==> config.mk <==
export PLATFORM = sky130hd
export DESIGN_NAME = serial_adder_ctrl
export DESIGN_NICKNAME = d
export VERILOG_FILES = /design/src/rtl/serial_adder_ctrl.sv
export SDC_FILE = /design/constraint.sdc
export NUM_CORES = 1
export LEC_CHECK = 0
export CAP_MARGIN = 20
export CORE_MARGIN = 2
export CORE_UTILIZATION = 30
export CTS_CLUSTER_DIAMETER = 150
export DETAILED_ROUTE_END_ITERATION = 16
export PLACE_DENSITY = 0.57
export SLEW_MARGIN = 20
export SYNTH_ARGS = -nofsm -noshare
export SYNTH_HDL_FRONTEND = slang
export SYNTH_SLANG_ARGS = --single-unit
export TNS_END_PERCENT = 10
==> constraint.sdc <==
create_clock -name clock -period 1.8 [get_ports clock]
set_input_delay 0.36 -clock clock [delete_from_list [all_inputs] [get_ports clock]]
set_output_delay 0.36 -clock clock [all_outputs]
set_load 0.01 [all_outputs]
==> src/rtl/serial_adder_ctrl.sv <==
// serial_adder_ctrl -- bit-serial adder controller.
//
// Sequences a single 1-bit full adder over two WIDTH-bit operands, LSB first,
// one bit per clock, with a carry flip-flop between bits. A start/done
// handshake lets ALU-side logic share the one adder.
//
// Optional feature macro: SERIAL_ADDER_SUB_EN
//   defined   : adds the 'sub' input; sub=1 computes a-b (b inverted, carry-in 1)
//   undefined : add only, no 'sub' port
//
// Ports:
//   clock     in   1      rising-edge clock
//   reset_n   in   1      asynchronous active-low reset
//   start     in   1      request, accepted only while idle
//   a, b      in   WIDTH  operands, sampled on the accepting edge
//   cin       in   1      carry-in, sampled on the accepting edge
//   sub       in   1      (SERIAL_ADDER_SUB_EN only) subtract select
//   busy      out  1      high whenever the controller is not idle
//   done      out  1      one-cycle pulse, result valid
//   sum       out  WIDTH  result, held until the next result
//   cout      out  1      carry out of the MSB (1 = no borrow when subtracting)
//   overflow  out  1      signed overflow: carry into MSB ^ carry out of MSB
//
// State table:
//   state  | meaning
//   S_IDLE | waiting for start
//   S_RUN  | one operand bit per clock through the full adder
//   S_DONE | result presented, done high for this one cycle

module full_adder (
    input  logic a,
    input  logic b,
    input  logic ci,
    output logic s,
    output logic co
);
    assign s  = a ^ b ^ ci;
    assign co = (a & b) | (ci & (a ^ b));
endmodule

module serial_adder_ctrl #(
    parameter int WIDTH = 32
) (
    input  logic             clock,
    input  logic             reset_n,
    input  logic             start,
    input  logic [WIDTH-1:0] a,
    input  logic [WIDTH-1:0] b,
    input  logic             cin,
`ifdef SERIAL_ADDER_SUB_EN
    input  logic             sub,
`endif
    output logic             busy,
    output logic             done,
    output logic [WIDTH-1:0] sum,
    output logic             cout,
    output logic             overflow
);

    localparam int CNT_W = $clog2(WIDTH) + 1;
    localparam logic [CNT_W-1:0] LAST_BIT = CNT_W'(WIDTH - 1);

    typedef enum logic [1:0] {
        S_IDLE = 2'd0,
        S_RUN  = 2'd1,
        S_DONE = 2'd2
    } state_t;

    state_t           state;
    logic [WIDTH-1:0] a_r;
    logic [WIDTH-1:0] b_r;
    logic [WIDTH-1:0] sum_r;
    logic             carry;
    logic [CNT_W-1:0] cnt;

    logic             fa_s;
    logic             fa_co;
    logic [WIDTH-1:0] b_load;
    logic             c_load;

    full_adder u_fa (
        .a  (a_r[0]),
        .b  (b_r[0]),
        .ci (carry),
        .s  (fa_s),
        .co (fa_co)
    );

    // Operand B and carry-in as loaded on the accepting edge.
    always_comb begin
        b_load = b;
        c_load = cin;
`ifdef SERIAL_ADDER_SUB_EN
        if (sub) begin
            b_load = ~b;
            c_load = 1'b1;
        end
`endif
    end

    always_ff @(posedge clock or negedge reset_n) begin
        if (!reset_n) begin
            state    <= S_IDLE;
            a_r      <= '0;
            b_r      <= '0;
            sum_r    <= '0;
            carry    <= 1'b0;
            cnt      <= '0;
            busy     <= 1'b0;
            done     <= 1'b0;
            sum      <= '0;
            cout     <= 1'b0;
            overflow <= 1'b0;
        end else begin
            done <= 1'b0;
            case (state)
                S_IDLE: begin
                    if (start) begin
                        a_r   <= a;
                        b_r   <= b_load;
                        carry <= c_load;
                        cnt   <= '0;
                        busy  <= 1'b1;
                        state <= S_RUN;
                    end
                end
                S_RUN: begin
                    sum_r <= {fa_s, sum_r[WIDTH-1:1]};
                    a_r   <= a_r >> 1;
                    b_r   <= b_r >> 1;
                    carry <= fa_co;
                    cnt   <= cnt + 1'b1;
                    if (cnt == LAST_BIT) begin
                        // On the MSB edge 'carry' holds the carry into the MSB
                        // and fa_co is the carry out, so overflow is formed here.
                        sum      <= {fa_s, sum_r[WIDTH-1:1]};
                        cout     <= fa_co;
                        overflow <= carry ^ fa_co;
                        done     <= 1'b1;
                        state    <= S_DONE;
                    end
                end
                S_DONE: begin
                    busy  <= 1'b0;
                    state <= S_IDLE;
                end
                default: begin
                    busy  <= 1'b0;
                    state <= S_IDLE;
                end
            endcase
        end
    end

endmodule
==> impl_metrics.json <==
{
  "ys_seq_area_frac": 0.606,
  "synth_top_area_frac": 0.606,
  "cap_violations": 0,
  "synth.distinct_cells": 27,
  "grt_pass1_vias": 4451,
  "wl_per_cell_um": 15.1,
  "worst_slack_ns": 0.0865,
  "antenna_found_initial": 1,
  "max_slew_margin": 0.714,
  "setup.worst_path.start_class": "flip-flop",
  "routed_wl_um": 14000,
  "status": "finished clean",
  "first_pass_iters": 4,
  "ys_dominant_reg_cell": "dfrtp_1",
  "finish.utilization": 0.420,
  "period_share": 0.952,
  "min_path_type": "input port to async pin",
  "crit_chain": "ha_2 -> nand3_1 -> nor3_4 -> buf_4 -> buf_12 -> mux2_2",
  "cp_data_required_time_ns": 2.09,
  "critPathSlowestCell": "dfrtp_1",
  "drive_gt1_frac": 0.143,
  "clock_sinks": 140,
  "slowest_delay_ns": 0.38,
  "ant_nets": 0,
  "grtUsageTotal": 0.142,
  "placedCellCount": 886,
  "leakagePower_nw": 3.48,
  "synth_nets": 616,
  "worstSkewPairLatency_ns": 0.41,
  "syn_area_um2": 5780,
  "async_flop_share": 1.00,
  "hold_viol": 0,
  "htreeDepth": 4,
  "grt_max_degree": 64,
  "crit_buf_inv": 2,
  "cts_buffers": 17,
  "fp.dieH_um": 143,
  "max_clock_freq_mhz": 584,
  "cts-root-buf": "clkbuf_16",
  "p_per_area_nw_per_um2": 1520,
  "die_w_um": 143,
  "yosysMostFrequentCell": "nand2_1",
  "postSynthAreaPerCell_um2": 10.6,
  "pre_cts_slack_ns": 0.0557,
  "cts_tree": "yes",
  "pin_count": 104,
  "placed_cell_area_um2": 7210,
  "worst_slew_pin_slew_ns": 0.429,
  "synth_edf_count": 0,
  "synth.top_cells.by_count": "150 x nand2_1, 140 x dfrtp_1, 67 x o21ai_0, 63 x a22oi_1, 33 x mux2_2",
  "clkTransAtPathRegs_ns": 0.06,
  "ir_worst_vdd_v": 0.000816,
  "path_class": "flip-flop to flip-flop",
  "initialDrtViolationCount": 179,
  "fill_cells": 1784,
  "power_mw": 12.0,
  "clock_skew_ns": 0.00634,
  "crit_arrival_ns": 2.01,
  "synth_seq_cells": 140,
  "remaining_drc_errors": 0,
  "design.die.area_um2": 20400,
  "cts_max_path_buffers": 2,
  "vias_per_cell": 4.77,
  "yosysTopAreaCell": "dfrtp_1",
  "hold_slack_ns": 0.401,
  "fin_crit_ns": 1.71,
  "ys_top_cells_by_area": "dfrtp_1 61%, nand2_1 9.7%, a22oi_1 8.2%, mux2_2 6.4%, o21ai_0 5.8%",
  "initial_core_util": 0.307,
  "syn_inst": 546,
  "coreArea_um2": 18800,
  "maxSlewViolCount": 0,
  "crit_fanout": 17,
  "num-nets-final": 721,
  "setup_tns_ns": 0,
  "setup_violations": 0,
  "num_rows": 50,
  "dp_hpwl_um": 8700,
  "grt.overflow.total": 0,
  "port_buffers": 103,
  "ys.warnings.count": 0,
  "grt_pass1_wl_um": 22700,
  "final_area_um2": 7910,
  "vias": 4407,
  "critPathTopFamily": "flip-flops",
  "gp_congestion": 0.777,
  "synthToLayoutAreaGrowth_pct": 36.8,
  "end_kind": "flip-flop",
  "final_cells": 924,
  "n_antenna_cell": 0
}
-- layer usage --
metal / wire length, µm / part of all wire / global-route usage / up-vias
li1: - / - / - / 2095
met1: 6230 / 0.45 / 0.187 / 2184
met2: 6820 / 0.49 / 0.222 / 111
met3: 770 / 0.055 / 0.0446 / 17
met4: 166 / 0.012 / 0.0464 / 0
met5: 0 / 0 / 0 / -
-- state kept, by name (all words and copies together) (netlist names) --
register	flops
a_r	32
b_r	32
busy	1
carry	1
cnt	6
cout	1
done	1
overflow	1
state	2
sum	32
sum_r	31
-- cell families (layout without fill, tap and decap cells) --
kind of cell / Yosys count / in the layout / share of synthesized area
DFF: 140 / 140 / 0.606
xor gates and xnor gates: 1 / 1 / 0.00152
and+or+nand+nor: 179 / 179 / 0.128
muxes: 37 / 37 / 0.0715
adders and majority gates: 2 / 2 / 0.00563
buffers and inverters: 41 / 159 / 0.0301
AOI/OAI and AO/OA: 146 / 146 / 0.157
-- layout make-up --
| type | count | area [µm²] | share of cell area |
|---|---|---|---|
| clock inverter | 10 | 138 | 0.0174 |
| sequential | 140 | 3510 | 0.443 |
| tap | 260 | 325 | 0.0412 |
| timing repair buffer | 127 | 1320 | 0.167 |
| multi-input combinational | 365 | 2130 | 0.269 |
| clock buffer | 22 | 484 | 0.0613 |
-- cells in the final DEF, fill, tap and decap left out, types with 2 or more instances in the layout --
cell             instances
a22o_1                   3
nand4_1                  2
a22oi_1                 63
nand3_1                  2
clkinvlp_4               2
mux2i_1                  3
buf_4                   14
dfrtp_1                138
dfrtp_2                  2
mux2_2                  33
clkinv_4                 2
clkbuf_16               18
nand2_1                150
nor2b_1                 11
bufinv_16                3
buf_6                    2
nor2_1                   4
buf_12                   7
o21ai_0                 67
nand2b_1                 4
clkbuf_8                 4
a21oi_1                 11
clkinv_2                 3
clkdlybuf4s50_1        102
nor2b_4                  2
nor3_1                   2
-- power by group --
| group | total [mW] | switching, mW | internal, mW | leakage, nW |
|---|---|---|---|---|
| logic | 3.26 | 1.54 | 1.72 | 1.33 |
| registers | 5.09 | 0.762 | 4.33 | 1.85 |
| clock network | 3.64 | 1.32 | 2.32 | 0.302 |
| total | 12.0 | 3.63 | 8.37 | 3.48 |
-- final timing paths --
| path | end | cells past startpoint | slack, ns | from |
|---|---|---|---|---|
| min in group clock | sum_r[1]$_DFFE_PN0P_ | 2 | 0.47 | sum_r[1]$_DFFE_PN0P_ |
| min reg2reg | sum_r[1]$_DFFE_PN0P_ | 2 | 0.47 | sum_r[1]$_DFFE_PN0P_ |
| max reg2reg | sum[18]$_DFFE_PN0P_ | 6 | 0.09 | cnt[1]$_DFFE_PN0P_ |
| max | sum[18]$_DFFE_PN0P_ | 6 | 0.09 | cnt[1]$_DFFE_PN0P_ |
| max in group asynchronous | a_r[14]$_DFFE_PN0P_ | 3 | 0.74 | reset_n |
| min | sum[4]$_DFFE_PN0P_ | 2 | 0.40 | reset_n |
-- what timing repair did --
item	in CTS	in global routing
hold buffers	1	0
hold endpoints to repair	31	0
gates resized for setup	0	1
setup buffers	0	3
setup endpoints to repair	0	21
Note: power is estimated with default switching activity, not from simulation.
